### config.mk
export PLATFORM = sky130hd
export DESIGN_NAME = matmul_result_drain
export DESIGN_NICKNAME = d
export VERILOG_FILES = /design/src/rtl/matmul_result_drain.sv
export SDC_FILE = /design/constraint.sdc
export NUM_CORES = 1
export LEC_CHECK = 0
export CORE_ASPECT_RATIO = 1.4
export CORE_MARGIN = 2
export CORE_UTILIZATION = 46
export CTS_BUF_LIST = sky130_fd_sc_hd__clkbuf_8
export DETAILED_ROUTE_END_ITERATION = 16
export PLACE_DENSITY = 0.77
export SETUP_SLACK_MARGIN = 0.02
export SYNTH_ARGS = -nofsm -noshare
export SYNTH_HDL_FRONTEND = slang
export SYNTH_SLANG_ARGS = --single-unit
### constraint.sdc
create_clock -name clk -period 2.8 [get_ports clk]
set_input_delay 0.56 -clock clk [delete_from_list [all_inputs] [get_ports clk]]
set_output_delay 0.56 -clock clk [all_outputs]
set_load 0.03 [all_outputs]
### src/rtl/matmul_result_drain.sv
// matmul_result_drain: captures a 4x4 result matrix on the rising edge of
// done_mat_mul and streams it out one element per ready/valid handshake.
// Completions that arrive while a drain is in progress are ignored and
// recorded in the sticky 'dropped' flag.
// Optional build macro DRAIN_COL_MAJOR_EN selects column-major drain order;
// the default build drains row-major.
module matmul_result_drain #(
    parameter int CWIDTH = 32,
    parameter int NUM_C  = 16
) (
    input  logic                      clk,
    input  logic                      reset,
    input  logic                      done_mat_mul,
    input  logic [NUM_C*CWIDTH-1:0]   matrix_c_flat,
    input  logic                      c_ready,
    output logic                      c_valid,
    output logic [CWIDTH-1:0]         c_data,
    output logic [3:0]                c_index,
    output logic                      c_last,
    output logic                      busy,
    output logic                      drain_done,
    output logic                      dropped
);

    typedef enum logic [1:0] {IDLE, STREAM, FINISH} state_t;

    localparam logic [3:0] LAST_CNT = 4'(NUM_C - 1);

    state_t                    state;
    logic                      done_d;
    logic [3:0]                cnt;
    logic [NUM_C*CWIDTH-1:0]   c_buf;

    logic                      done_rise;
    logic [3:0]                next_cnt;
    logic [3:0]                next_idx;

    // Map the beat number to the linear element index 4i+j it carries.
    function automatic logic [3:0] elem_index(input logic [3:0] k);
`ifdef DRAIN_COL_MAJOR_EN
        // beat k carries row k[1:0], column k[3:2]
        return {k[1:0], k[3:2]};
`else
        return k;
`endif
    endfunction

    assign done_rise = done_mat_mul & ~done_d;
    assign next_cnt  = cnt + 4'd1;
    assign next_idx  = elem_index(next_cnt);

    // Drain FSM: capture on completion edge, stream with registered outputs,
    // one FINISH cycle for the drain_done pulse.
    always_ff @(posedge clk or negedge reset) begin
        if (!reset) begin
            state      <= IDLE;
            done_d     <= 1'b0;
            cnt        <= 4'd0;
            c_buf      <= '0;
            c_valid    <= 1'b0;
            c_data     <= '0;
            c_index    <= 4'd0;
            c_last     <= 1'b0;
            busy       <= 1'b0;
            drain_done <= 1'b0;
            dropped    <= 1'b0;
        end else begin
            done_d <= done_mat_mul;
            case (state)
                IDLE: begin
                    drain_done <= 1'b0;
                    if (done_rise) begin
                        // The first element comes straight from the input
                        // since the buffer is loaded on this same edge.
                        c_buf   <= matrix_c_flat;
                        cnt     <= 4'd0;
                        c_data  <= matrix_c_flat[int'(elem_index(4'd0))*CWIDTH +: CWIDTH];
                        c_index <= elem_index(4'd0);
                        c_last  <= (LAST_CNT == 4'd0);
                        c_valid <= 1'b1;
                        busy    <= 1'b1;
                        state   <= STREAM;
                    end
                end
                STREAM: begin
                    if (done_rise) begin
                        dropped <= 1'b1;
                    end
                    if (c_ready) begin
                        if (cnt == LAST_CNT) begin
                            c_valid    <= 1'b0;
                            c_last     <= 1'b0;
                            drain_done <= 1'b1;
                            state      <= FINISH;
                        end else begin
                            cnt     <= next_cnt;
                            c_data  <= c_buf[int'(next_idx)*CWIDTH +: CWIDTH];
                            c_index <= next_idx;
                            c_last  <= (next_cnt == LAST_CNT);
                        end
                    end
                end
                FINISH: begin
                    // A completion edge here is still dropped: not yet IDLE.
                    if (done_rise) begin
                        dropped <= 1'b1;
                    end
                    drain_done <= 1'b0;
                    busy       <= 1'b0;
                    state      <= IDLE;
                end
                default: begin
                    state <= IDLE;
                end
            endcase
        end
    end

endmodule

; After elaboration in Yosys (flattened, before gate mapping)
; Index checks and enable logic that the tools add are counted.
[totals]
latchBits = 0
memories = 0
output_inout_bits = 41
inputBits = 516
ram_bits = 0
rom_bits = 0
register_bits = 556
[classes]
mux = 24
n_addsub = 1
n_div = 0
bitwise = 2
magnitude_cmp = 0
eq_ne = 8
n_reduce_logical = 14
n_mul = 0
shift = 1
[ops]
columns = operator, n
row1 = $shiftx A512 B10 Y32, 1
row2 = $mux W32, 3
row3 = $pmux W32 S2, 1
row4 = $mux W4, 3
row5 = $reduce_and A3 Y1, 3
row6 = $eq A4 B4 Y1 const B, 2
row7 = $mux W1, 8
row8 = $ne A2 B2 Y1 const B, 4
row9 = $pmux W1 S2, 4
row10 = $pmux W4 S2, 1
row11 = $reduce_and A4 Y1, 2
row12 = $mux W2, 3
row13 = $reduce_and A2 Y1, 3
row14 = $reduce_bool A2 Y1, 3
row15 = $add A4 B1 Y4 const B, 1
row16 = $pmux W2 S2, 1
row17 = $reduce_or A2 Y1, 2
row18 = $eq A2 B1 Y1 const B, 1
row19 = $eq A2 B2 Y1 const B, 1
row20 = $logic_not A2 Y1, 1
row21 = $and A1 B1 Y1, 1
row22 = $not A1 Y1, 1

; Logic depth before layout (Yosys ltp)
[logic_depth]
word_depth = 5
depth_mapped = 11

; Worst setup path before layout
; No wires, ideal clock.
[synth_timing]
path_type = reg-to-reg
start = register cnt[0]
end = register c_data[0]
arrival_time_ns = 2.749
synth_period_minus_slack_ns = 2.884
required_ns = 2.665
path_stages_with_launch = 12
n_path_buf = 6
setup_slack_ns = -0.084
cell_sequence = dfrtp_1 > buf_2 > buf_6 > buf_2 > inv_1 > ha_1 > buf_4 > buf_6 > clkbuf_1 > mux4_2 > o22ai_1 > o31ai_1
[synth_between]
elab_chain_cells = 5
[synth_lines]
columns = item, line
row1 = "start, declared", 31  ; logic [3:0] cnt;
row2 = "start signal, assigned", 96  ; cnt <= next_cnt;
row3 = $add A4 B1 Y4, 49  ; assign next_cnt = cnt + 4'd1;
row4 = $shiftx A512 B10 Y32, 97  ; c_data <= c_buf[int'(next_idx)*CWIDTH +: CWIDTH];
row5 = $mux W32, 90  ; if (cnt == LAST_CNT) begin
row6 = $mux W32, 89  ; if (c_ready) begin
row7 = $pmux W32 S2, 69  ; case (state)
row8 = "end signal, assigned", 77  ; c_data <= matrix_c_flat[int'(elem_index(4'd0))*CWIDTH +: CWIDTH];
row9 = "end signal, assigned", 97
row10 = "end, declared", 17  ; output logic [CWIDTH-1:0] c_data,
; Several ways; a longest one is shown, not always the timed one. The select of a mux whose other input is x is not followed.
; A chain may end at the register's enable or synchronous reset.

==> out/results.md <==
| Result | Reported |
|---|---|
| Die Width | 200 um |
| Tightest Pin Transition | 625 ps |
| Gp weighted congestion | 0.858 |
| Total die area | 55,600 sq um |
| Effective utilization at floorplan | 46.5% |
| Register bit count reported by yosys | 556 |
| End of the worst register-to-register path | c_data[27]$_DFFE_PN0P_ |
| Family with the most delay on the worst path | buffers and inverters |
| Most instantiated cells after synthesis | sky130_fd_sc_hd__dfrtp_1 (556), sky130_fd_sc_hd__mux2_2 (514), sky130_fd_sc_hd__mux4_2 (128), sky130_fd_sc_hd__buf_2 (69), sky130_fd_sc_hd__o31ai_1 (33) |
| Maximum vdd drop | 0.692 mV |
| Ratio of cells with drive above 1 in the final layout | 38.3% |
| Library cell contributing the largest single delay on the critical path | sky130_fd_sc_hd__clkdlybuf4s50_1 |
| Final-layout fill cell count | 3,934 |
| Delay of the slowest cell on the worst path | 800 ps |
| Area inside the core boundary | 53,200 sq um |
| RSZ-0062 raised after global routing | no |
| Min-Delay Endpoint | done_d$_DFF_PN0_ |
| Final clock skew | 29.7 ps |
| Setup WS post-layout | 169 ps |
| Buffer cell driving the clock tree root | sky130_fd_sc_hd__clkbuf_8 |
| H-tree levels | 3 |
| Critical path required time | 2240 ps |
| Count of port buffers added during placement | 556 |
| Ordered cell list for the critical path | clkdlybuf4s50_1 |
| Warnings, synthesis | 0 |
| Total global routing track utilization | 25.9% |
| Layout area overhead | 35.0% |
| Avg WL per Cell | 24.1 um |
| GRT overflow | 0 |
| Worst setup SP type | flop |
| Critical path arrival | 2070 ps |
| Cell type contributing the most total cell area after synthesis | sky130_fd_sc_hd__dfrtp_1 |
| DRT Wirelength | 71,000 um |
| Pre-CTS WS | 164 ps |
| Critical register-to-register path startpoint | cnt[1]$_DFFE_PN0P_ |
| Net count, final | 2,646 |
| Hold Path Origin | done_mat_mul |
| Switch share | 33.1% |
| Sequential-to-total area share from yosys stat | 56.3% |
| Multi-input logic area | 10,300 sq um |
| CTS Buf Count | 88 |
| Power Dens Cells | 1110 nW/um^2 |
| Detailed placement HPWL | 52,400 um |
| Count of pins over their slew limit | 0 |
| Number of optimization iterations in the first detailed-route pass | 5 |
| Fmax | 380 MHz |
| Worst R2R Setup Slack | 350 ps |
| Sum of met2 wire segment lengths after detailed routing | 34,700 um |
| Placement Rows | 100 |
| Min Clock Period, post-route | 2630 ps |
| CP endpoint kind | output pin |
| Library cells used by synthesis | 41 |
| Routed length on met3 | 4910 um |
| Pin count of the biggest net entering global routing | 78 |
| Critical Path Fanout Max | 9 |
| Cell types occupying the most area after synthesis | sky130_fd_sc_hd__dfrtp_1 (56%), sky130_fd_sc_hd__mux2_2 (23%), sky130_fd_sc_hd__mux4_2 (12%) |
| Post-Route Setup TNS | 0 ps |
| Source-to-sink clock delay at the later pin of the worst-skew pair | 660 ps |
| DR top layer | met5 |
| Count of endpoints failing hold in the final timing report | 0 |
| Mux cell area share after synthesis | 35.2% |
| Cell with the most instances after synthesis | sky130_fd_sc_hd__dfrtp_1 |
| Static leakage power | 13.8 nW |
| Max_slew headroom | 58.3% |
| DRC violation count after routing | 0 |
| Initial antenna violation count | 40 |
| Detailed router's first-iteration violation count | 599 |
| Wire length of the first global-routing pass | 107,000 um |
| Class of the most critical setup path | flop to output pin |
| Share of total power in sequential cells | 38.4% |
| Cells after Synth | 1,531 |
| Area share of xor/xnor cells in the synthesized design | 0.101% |
| Internal cell power | 24.8 mW |
| Setup violations, final | 0 |
| Sequential cell area | 13,900 sq um |
| Area share of the largest cell type after synthesis | 56.3% |
| Antenna-violating nets left | 0 |
| Synth async-reset ratio | 100% |
| Mapped Avg Cell Area | 16.1 sq um |
| Top flip-flop cell by instance count after synthesis | sky130_fd_sc_hd__dfrtp_1 |
| Adder and majority cell fraction of the synthesized area | 0.253% |
| Portion of the clock cycle consumed by the worst path in the final layout | 94.0% |
| Vertical die dimension | 278 um |
| Number of top-level pins | 557 |
| Worst Reg2Reg Path Length in Cells | 6 |
| Wire length on met1 | 28,200 um |
| Post-synth EDFFs | 0 |
| Mapped cell area | 24,700 sq um |
| Worst hold-check path type | primary input to flop |
| Result of the run | finished, final reports clean |
| Post-CTS setup buffer count | 0 |
| Post-Synthesis Net Count | 2,052 |
| Total number of vias | 16,100 |
| Vias in the first global route | 17,700 |
| Power share of the combinational group | 43.0% |
| Vias per inst | 5.49 |
| Compound-gate portion of the synthesized area | 4.40% |
| Clock share of power | 18.6% |
| Max-capacitance violation count | 0 |
| Clock tree from TritonCTS | built |
| Sink count of the clock tree | 556 |
| Hold path cells | 1 |
| Beginning of the critical path | cnt[3]$_DFFE_PN0P_ |
| Switch Pwr | 12.3 mW |
| Maximum clock path buffer count | 3 |
| Crit path buffers/inverters | 1 |
| CTS clk-pin slew, worst paths | 60 ps |
| Dominant combinational cell family by area after synthesis | multiplexers |
| Post-synthesis share of cell area spent on and, or, nand and nor gates | 1.27% |
[routing by layer]
| metal | vias up | GRT usage (%) |
|---|---|---|
| li1 | 7041 | - |
| met1 | 8363 | 32.8 |
| met4 | 8 | 13.9 |
| met3 | 139 | 6.87 |
| met2 | 578 | 40.7 |
| met5 | - | 0 |
[cell usage in the layout (no fill, tap or decap), drive strengths merged, types with 6 or more instances in the layout]
cell,synthesis,final
a22oi,32,32
dfrtp,556,556
o22ai,32,32
buf,89,62
diode,0,38
a211oi,31,31
clkbuf,25,115
o31ai,33,33
clkdlybuf4s50,0,554
mux4,128,128
nand2,6,6
mux2,514,514
o21ai,7,7
inv,6,36
nor2b,32,32
[area by class of cell]
type                            count  area share (%)
Clock buffer                      115            4.74
Inverter                            6          0.0675
Sequential cell                   556            41.7
Multi-Input combinational cell    855            30.8
Tap cell                          714            2.68
Clock inverter                     38           0.562
Antenna cell                       38           0.285
Timing Repair Buffer              618            19.2
[timing repair]
| action | 4_1_cts | 5_1_grt |
|---|---|---|
| pin swaps | 0 | 0 |
| hold buffers | 1 | 0 |
| endpoints found under the hold margin | 56 | 0 |
| resized for setup | 1 | 1 |
| setup endpoints to repair | 1 | 1 |
[registers in the layout (all words and copies together), names as in the netlist]
name / flops
busy: 1
drain_done: 1
dropped: 1
c_buf: 512
cnt: 4
c_last: 1
state: 2
c_data: 32
done_d: 1
c_valid: 1
[power by group through the flow]
stage,Combinational (mW),Sequential (mW),Clock [mW]
floorplan,10.9,13.9,0
global placement,15.7,14.0,0
detailed placement,16.1,14.4,0
CTS,16.1,14.2,7.08
global route,17.1,14.7,7.45
finish,16.0,14.3,6.90
[per-stage QoR]
step	utilization, %	hold WS [ps]	instances	total power [mW]	instance area, sq um
final	62.8	399	2940	37.1	33400
after global routing	62.7	361	2938	39.2	33400
after CTS	62.6	342	2902	37.4	33300
after detailed placement	59.2	480	2748	30.4	31500
after global placement	59.2	481	2748	29.7	31500
after floorplan	-	264	1531	24.8	24700
[worst max-delay path by stage]
stage                              to  slack, ps  depth (start not counted)
5_1_grt                    c_index[3]         70                          1
4_1_cts                    c_index[2]         40                          1
6_report                   c_index[3]        170                          1
2_1_floorplan   c_data[1]$_DFFE_PN0P_         90                         11
3_3_place_gp   c_data[13]$_DFFE_PN0P_        280                          6
3_5_place_dp   c_data[27]$_DFFE_PN0P_        160                          6
[logic make-up after synthesis]
| family | after synthesis |
|---|---|
| adders and majority gates | 5 |
| xor gates and xnor gates | 2 |
| DFF | 556 |
| muxes | 644 |
| AOI/OAI and AO/OA | 150 |
| and+or+nand+nor | 54 |
| buffers and inverters | 120 |
Note: power is estimated with default switching activity, not from simulation.
